File: src/rtl/ram_arb_pkg.sv
// Shared types and default widths for the two-port RAM arbiter.
package ram_arb_pkg;

    localparam int unsigned AWIDTH_DEF = 3;
    localparam int unsigned DWIDTH_DEF = 32;

    typedef enum logic {
        StInit,
        StServe
    } state_e;

endpackage

File: src/rtl/ram_arb_rr2.sv
// Two-way round-robin grant; ptr=0 favours requester 0 when both are valid.
module ram_arb_rr2 (
    input  logic [1:0] valid,
    input  logic       ptr,
    output logic [1:0] grant
);

    assign grant[0] = valid[0] & (~valid[1] | ~ptr);
    assign grant[1] = valid[1] & (~valid[0] | ptr);

endmodule

File: src/rtl/ram_arbiter_d0.sv
// Arbitrates two command ports onto one sync-read RAM after clearing it to zero.
module ram_arbiter_d0
    import ram_arb_pkg::*;
#(
    parameter int unsigned AWIDTH = AWIDTH_DEF,
    parameter int unsigned DWIDTH = DWIDTH_DEF
) (
    input  logic              clock,
    input  logic              reset_n,
    input  logic              req0_valid,
    input  logic              req0_we,
    input  logic [AWIDTH-1:0] req0_addr,
    input  logic [DWIDTH-1:0] req0_wdata,
    output logic              req0_ready,
    input  logic              req1_valid,
    input  logic              req1_we,
    input  logic [AWIDTH-1:0] req1_addr,
    input  logic [DWIDTH-1:0] req1_wdata,
    output logic              req1_ready,
    output logic              rsp0_valid,
    output logic [DWIDTH-1:0] rsp0_rdata,
    output logic              rsp1_valid,
    output logic [DWIDTH-1:0] rsp1_rdata,
    output logic              init_done,
    output logic [AWIDTH-1:0] ram_addr,
    output logic [DWIDTH-1:0] ram_din,
    output logic              ram_we,
    input  logic [DWIDTH-1:0] ram_dout
);

    localparam int unsigned DEPTH = 2 ** AWIDTH;

    state_e            state_q;
    logic [AWIDTH-1:0] clr_cnt_q;
    logic              rr_ptr_q;
    logic              init_done_q;
    logic              rsp0_pend_q;
    logic              rsp1_pend_q;
    logic [1:0]        rr_grant;
    logic [1:0]        grant;

    ram_arb_rr2 u_rr (
        .valid ({req1_valid, req0_valid}),
        .ptr   (rr_ptr_q),
        .grant (rr_grant)
    );

    assign grant      = (state_q == StServe) ? rr_grant : 2'b00;
    assign req0_ready = grant[0];
    assign req1_ready = grant[1];
    assign init_done  = init_done_q;
    assign rsp0_valid = rsp0_pend_q;
    assign rsp1_valid = rsp1_pend_q;
    // The RAM presents the addressed word one cycle after the grant.
    assign rsp0_rdata = rsp0_pend_q ? ram_dout : '0;
    assign rsp1_rdata = rsp1_pend_q ? ram_dout : '0;

    always_comb begin
        ram_we   = 1'b0;
        ram_addr = '0;
        ram_din  = '0;
        if (state_q == StInit) begin
            ram_we   = 1'b1;
            ram_addr = clr_cnt_q;
        end else if (grant[0]) begin
            ram_we   = req0_we;
            ram_addr = req0_addr;
            ram_din  = req0_wdata;
        end else if (grant[1]) begin
            ram_we   = req1_we;
            ram_addr = req1_addr;
            ram_din  = req1_wdata;
        end
    end

    always_ff @(posedge clock or negedge reset_n) begin
        if (!reset_n) begin
            state_q     <= StInit;
            clr_cnt_q   <= '0;
            rr_ptr_q    <= 1'b0;
            init_done_q <= 1'b0;
            rsp0_pend_q <= 1'b0;
            rsp1_pend_q <= 1'b0;
        end else begin
            case (state_q)
                StInit: begin
                    clr_cnt_q   <= clr_cnt_q + AWIDTH'(1);
                    rsp0_pend_q <= 1'b0;
                    rsp1_pend_q <= 1'b0;
                    if (clr_cnt_q == AWIDTH'(DEPTH - 1)) begin
                        state_q     <= StServe;
                        init_done_q <= 1'b1;
                    end
                end
                StServe: begin
                    rsp0_pend_q <= grant[0] & ~req0_we;
                    rsp1_pend_q <= grant[1] & ~req1_we;
                    // After serving req0 the pointer favours req1, and vice versa.
                    if (|grant) begin
                        rr_ptr_q <= grant[0];
                    end
                end
                default: state_q <= StInit;
            endcase
        end
    end

endmodule

File: config.mk
export PLATFORM = sky130hd
export DESIGN_NAME = ram_arbiter_d0
export DESIGN_NICKNAME = d
export VERILOG_FILES = /design/src/rtl/ram_arb_pkg.sv /design/src/rtl/ram_arb_rr2.sv /design/src/rtl/ram_arbiter_d0.sv
export SDC_FILE = /design/constraint.sdc
export NUM_CORES = 1
export LEC_CHECK = 0
export BUFFER_PORTS_ARGS = -buffer_cell sky130_fd_sc_hd__buf_2
export CAP_MARGIN = 15
export CORE_AREA = 2 2 84 86
export DETAILED_ROUTE_END_ITERATION = 8
export DIE_AREA = 0 0 86 88
export PLACE_DENSITY_LB_ADDON = 0.2
export SLEW_MARGIN = 20
export SYNTH_ARGS = -nofsm -noshare
export SYNTH_HDL_FRONTEND = slang
export SYNTH_SLANG_ARGS = --single-unit
export TNS_END_PERCENT = 30
File: constraint.sdc
create_clock -name clock -period 3.3 [get_ports clock]
set_clock_uncertainty 0.2 [all_clocks]
set_input_delay 0.33 -clock clock [delete_from_list [all_inputs] [get_ports clock]]
set_output_delay 0.33 -clock clock [all_outputs]
set_load 0.01 [all_outputs]
==> results.yml <==
place:
  placed_cells: 423
  gp_congestion: 0.714
  dp_hpwl_mm: 4.34
  io_buffers: 212
  pre_cts_ws_ns: 1.07
floorplan:
  design.core.area_um2: 6640
  io-pin-count: 213
  num_rows: 30
  fp.dieH_um: 88
  die_area_um2: 7570
  die_x_um: 86
  initial_core_util: 0.174
clocking:
  cts_buffers: 3
  cts_tree: "built"
  cts_setup_buffers: 0
  cts.reportedPaths.clkPinSlew_ns: 0.04
  clk_latency_ns: 0.22
  htree_levels: 1
  clockRootBuffer: "clkbuf_8"
  cts.sinks: 8
  clock_path_buffers: 2
hold_path:
  min_to: "rsp0_valid"
  hold-path-cell-count: 2
  hold_path_class: "primary input to flop"
  worst_hold_startpoint: "req0_we"
route:
  wl_met3_um: 386
  vias_per_cell: 4.15
  wirelength_met1_mm: 2.05
  ant_nets: 0
  wl_met2_mm: 2.73
  first_pass_iters: 4
  wl_per_cell_um: 12.1
  drt_iter0_markers: 44
  vias: 1772
  wirelength_mm: 5.17
  top_layer: "met3"
  drcViolationCount: 0
setup_path:
  end_kind: "output port"
  r2r_slack_ns: 1.49
  critPathRequiredTime_ns: 2.77
  rr_endpoint: "rsp1_valid"
  critPathKind: "flop to output port"
  r2r-start: "state_q"
  crit_fanout: 28
  r2r_cells: 3
  start_kind: "flop"
  arrival_ns: 1.93
logic_synthesis:
  syn-cell-area_um2: 1160
  synth_area_leaders: "and2_1, a22o_1, dfrtp_1, buf_6, nor2b_1"
  yosysWarnings: 0
  synth_cell_types: 20
  ys_ff_latch: 8
  synth_most_common_cell: "and2_1"
  synth_top_area_share: 0.346
  synthArstFlopShare: 1.00
  synth_edf_count: 0
  synth_flop_cell: "dfrtp_1"
  synth.largest_area_cell: "and2_1"
  synthesis.nets: 254
  ys_seq_area_frac: 0.173
  synthCells: 144
  syn_avg_cell_area_um2: 8.04
  synth_common_cells: "and2_1, a22o_1, dfrtp_1"
sta:
  min_period_ns: 2.46
  hold-worst-slack_ns: 0.0847
  maxSlewHeadroom: 0.515
  fin_setup_tns_ns: 0
  setup_violations: 0
  fin_ws_ns: 0.837
  min_period_over_period: 0.746
  worst_pin_slew_ns: 0.727
  fmax_ghz: 0.406
  finalHoldViolations: 0
  rsz0062_at_grt: "no"
  drv_slew: 0
grt:
  grt_pass1_wl_mm: 7.33
  grt_util_all_layers: 0.116
  antenna_found_initial: 0
  grt_overflow: 0
  grt_pass1_vias: 1527
  grt_max_degree: 37
flow_run:
  maxCapViolCount: 0
power_and_ir_drop:
  p_leak_nw: 1.48
  power_density_nw_per_um2: 224
  finalPower_uw: 514
  peakVddDrop_v: 0.000284
status:
  outcome: "finished clean"
finish:
  fillers: 731
  drive_gt1_frac: 0.634
  fin_cells: 427
  nNetsFinal: 459
  diodes: 0
  area_growth_syn_to_layout_pct: 98.1
[metrics by stage]
stage / instance area, um2 / util
after floorplan: 1160 / -
after global placement: 2240 / 0.337
after detailed placement: 2240 / 0.337
after CTS: 2290 / 0.345
after global routing: 2290 / 0.345
final: 2290 / 0.345
[what timing repair did]
item,CTS,global route
hold buffers,1,0
gates resized for setup,0,0
hold endpoints to repair,8,0
[layer usage]
layer	global-route usage	vias up
met1	0.143	771
met5	0	-
met2	0.223	91
met3	0.0179	0
met4	0.00722	0
li1	-	910
[cells in the final DEF, fill, tap and decap left out]
cell type      Yosys  layout
a22o_1            32      32
dlygate4sd3_1      0       1
a21oi_1            1       1
nor2b_1            5       5
a221o_1            3       3
clkbuf_8           0       3
or2_2              1       1
nand2b_1           1       1
nand2_1            1       1
and3_1             2       2
dfrtp_1            8       8
a21o_1             1       1
buf_4              0       2
and2_1            64      64
a31oi_1            1       1
inv_1              1       1
xnor2_1            1       1
ha_1               2       2
buf_2              5     212
nand3_1            3       3
mux2_2             2       2
[sequential cells by signal (all words and copies together), names as in the netlist]
register,flops
clr_cnt_q,3
init_done,1
rr_ptr_q,1
rsp0_valid,1
rsp1_valid,1
state_q,1
[worst max path at each step]
stage | start | end | slack, ns
floorplan | rr_ptr_q | ram_din[23] | 1.55
global route | state_q | ram_din[0] | 0.63
finish | state_q | ram_din[0] | 0.84
global placement | state_q | ram_din[0] | 1.09
detailed placement | state_q | ram_din[0] | 1.07
CTS | state_q | ram_din[0] | 0.82
[report_power, final]
part	switching, mW	total [mW]	internal [mW]
Clock	0.0347	0.113	0.0787
Combinational	0.136	0.288	0.152
Sequential	0.0115	0.113	0.102
Total	0.182	0.514	0.333
[area by class of cell]
class	instances	area, um2	area share
Inverter	1	3.75	0.00164
Tap cell	80	100	0.0437
Multi-Input combinational cell	120	861	0.376
Timing Repair Buffer	215	1090	0.474
Clock buffer	3	41.3	0.0180
Sequential cell	8	200	0.0873
[worst max-delay path: stages (launching register included)]
cell and delay [ns]:
dfrtp_1 0.56, and3_1 0.42, buf_4 0.35, a22o_1 0.22
buf_2 0.14
[cell families (layout without fill, tap and decap cells)]
| group | Yosys count | in the layout | share of synthesized area |
|---|---|---|---|
| XOR/XNOR | 1 | 1 | 0.00757 |
| multiplexers | 2 | 2 | 0.0195 |
| AO/OA/AOI/OAI | 38 | 38 | 0.284 |
| buffers and inverters | 16 | 219 | 0.0832 |
| AND/OR/NAND/NOR | 77 | 77 | 0.411 |
| adder cells (fa/ha/maj) | 2 | 2 | 0.0216 |
| flip-flops | 8 | 8 | 0.173 |
(Power assumes the default switching activity.)
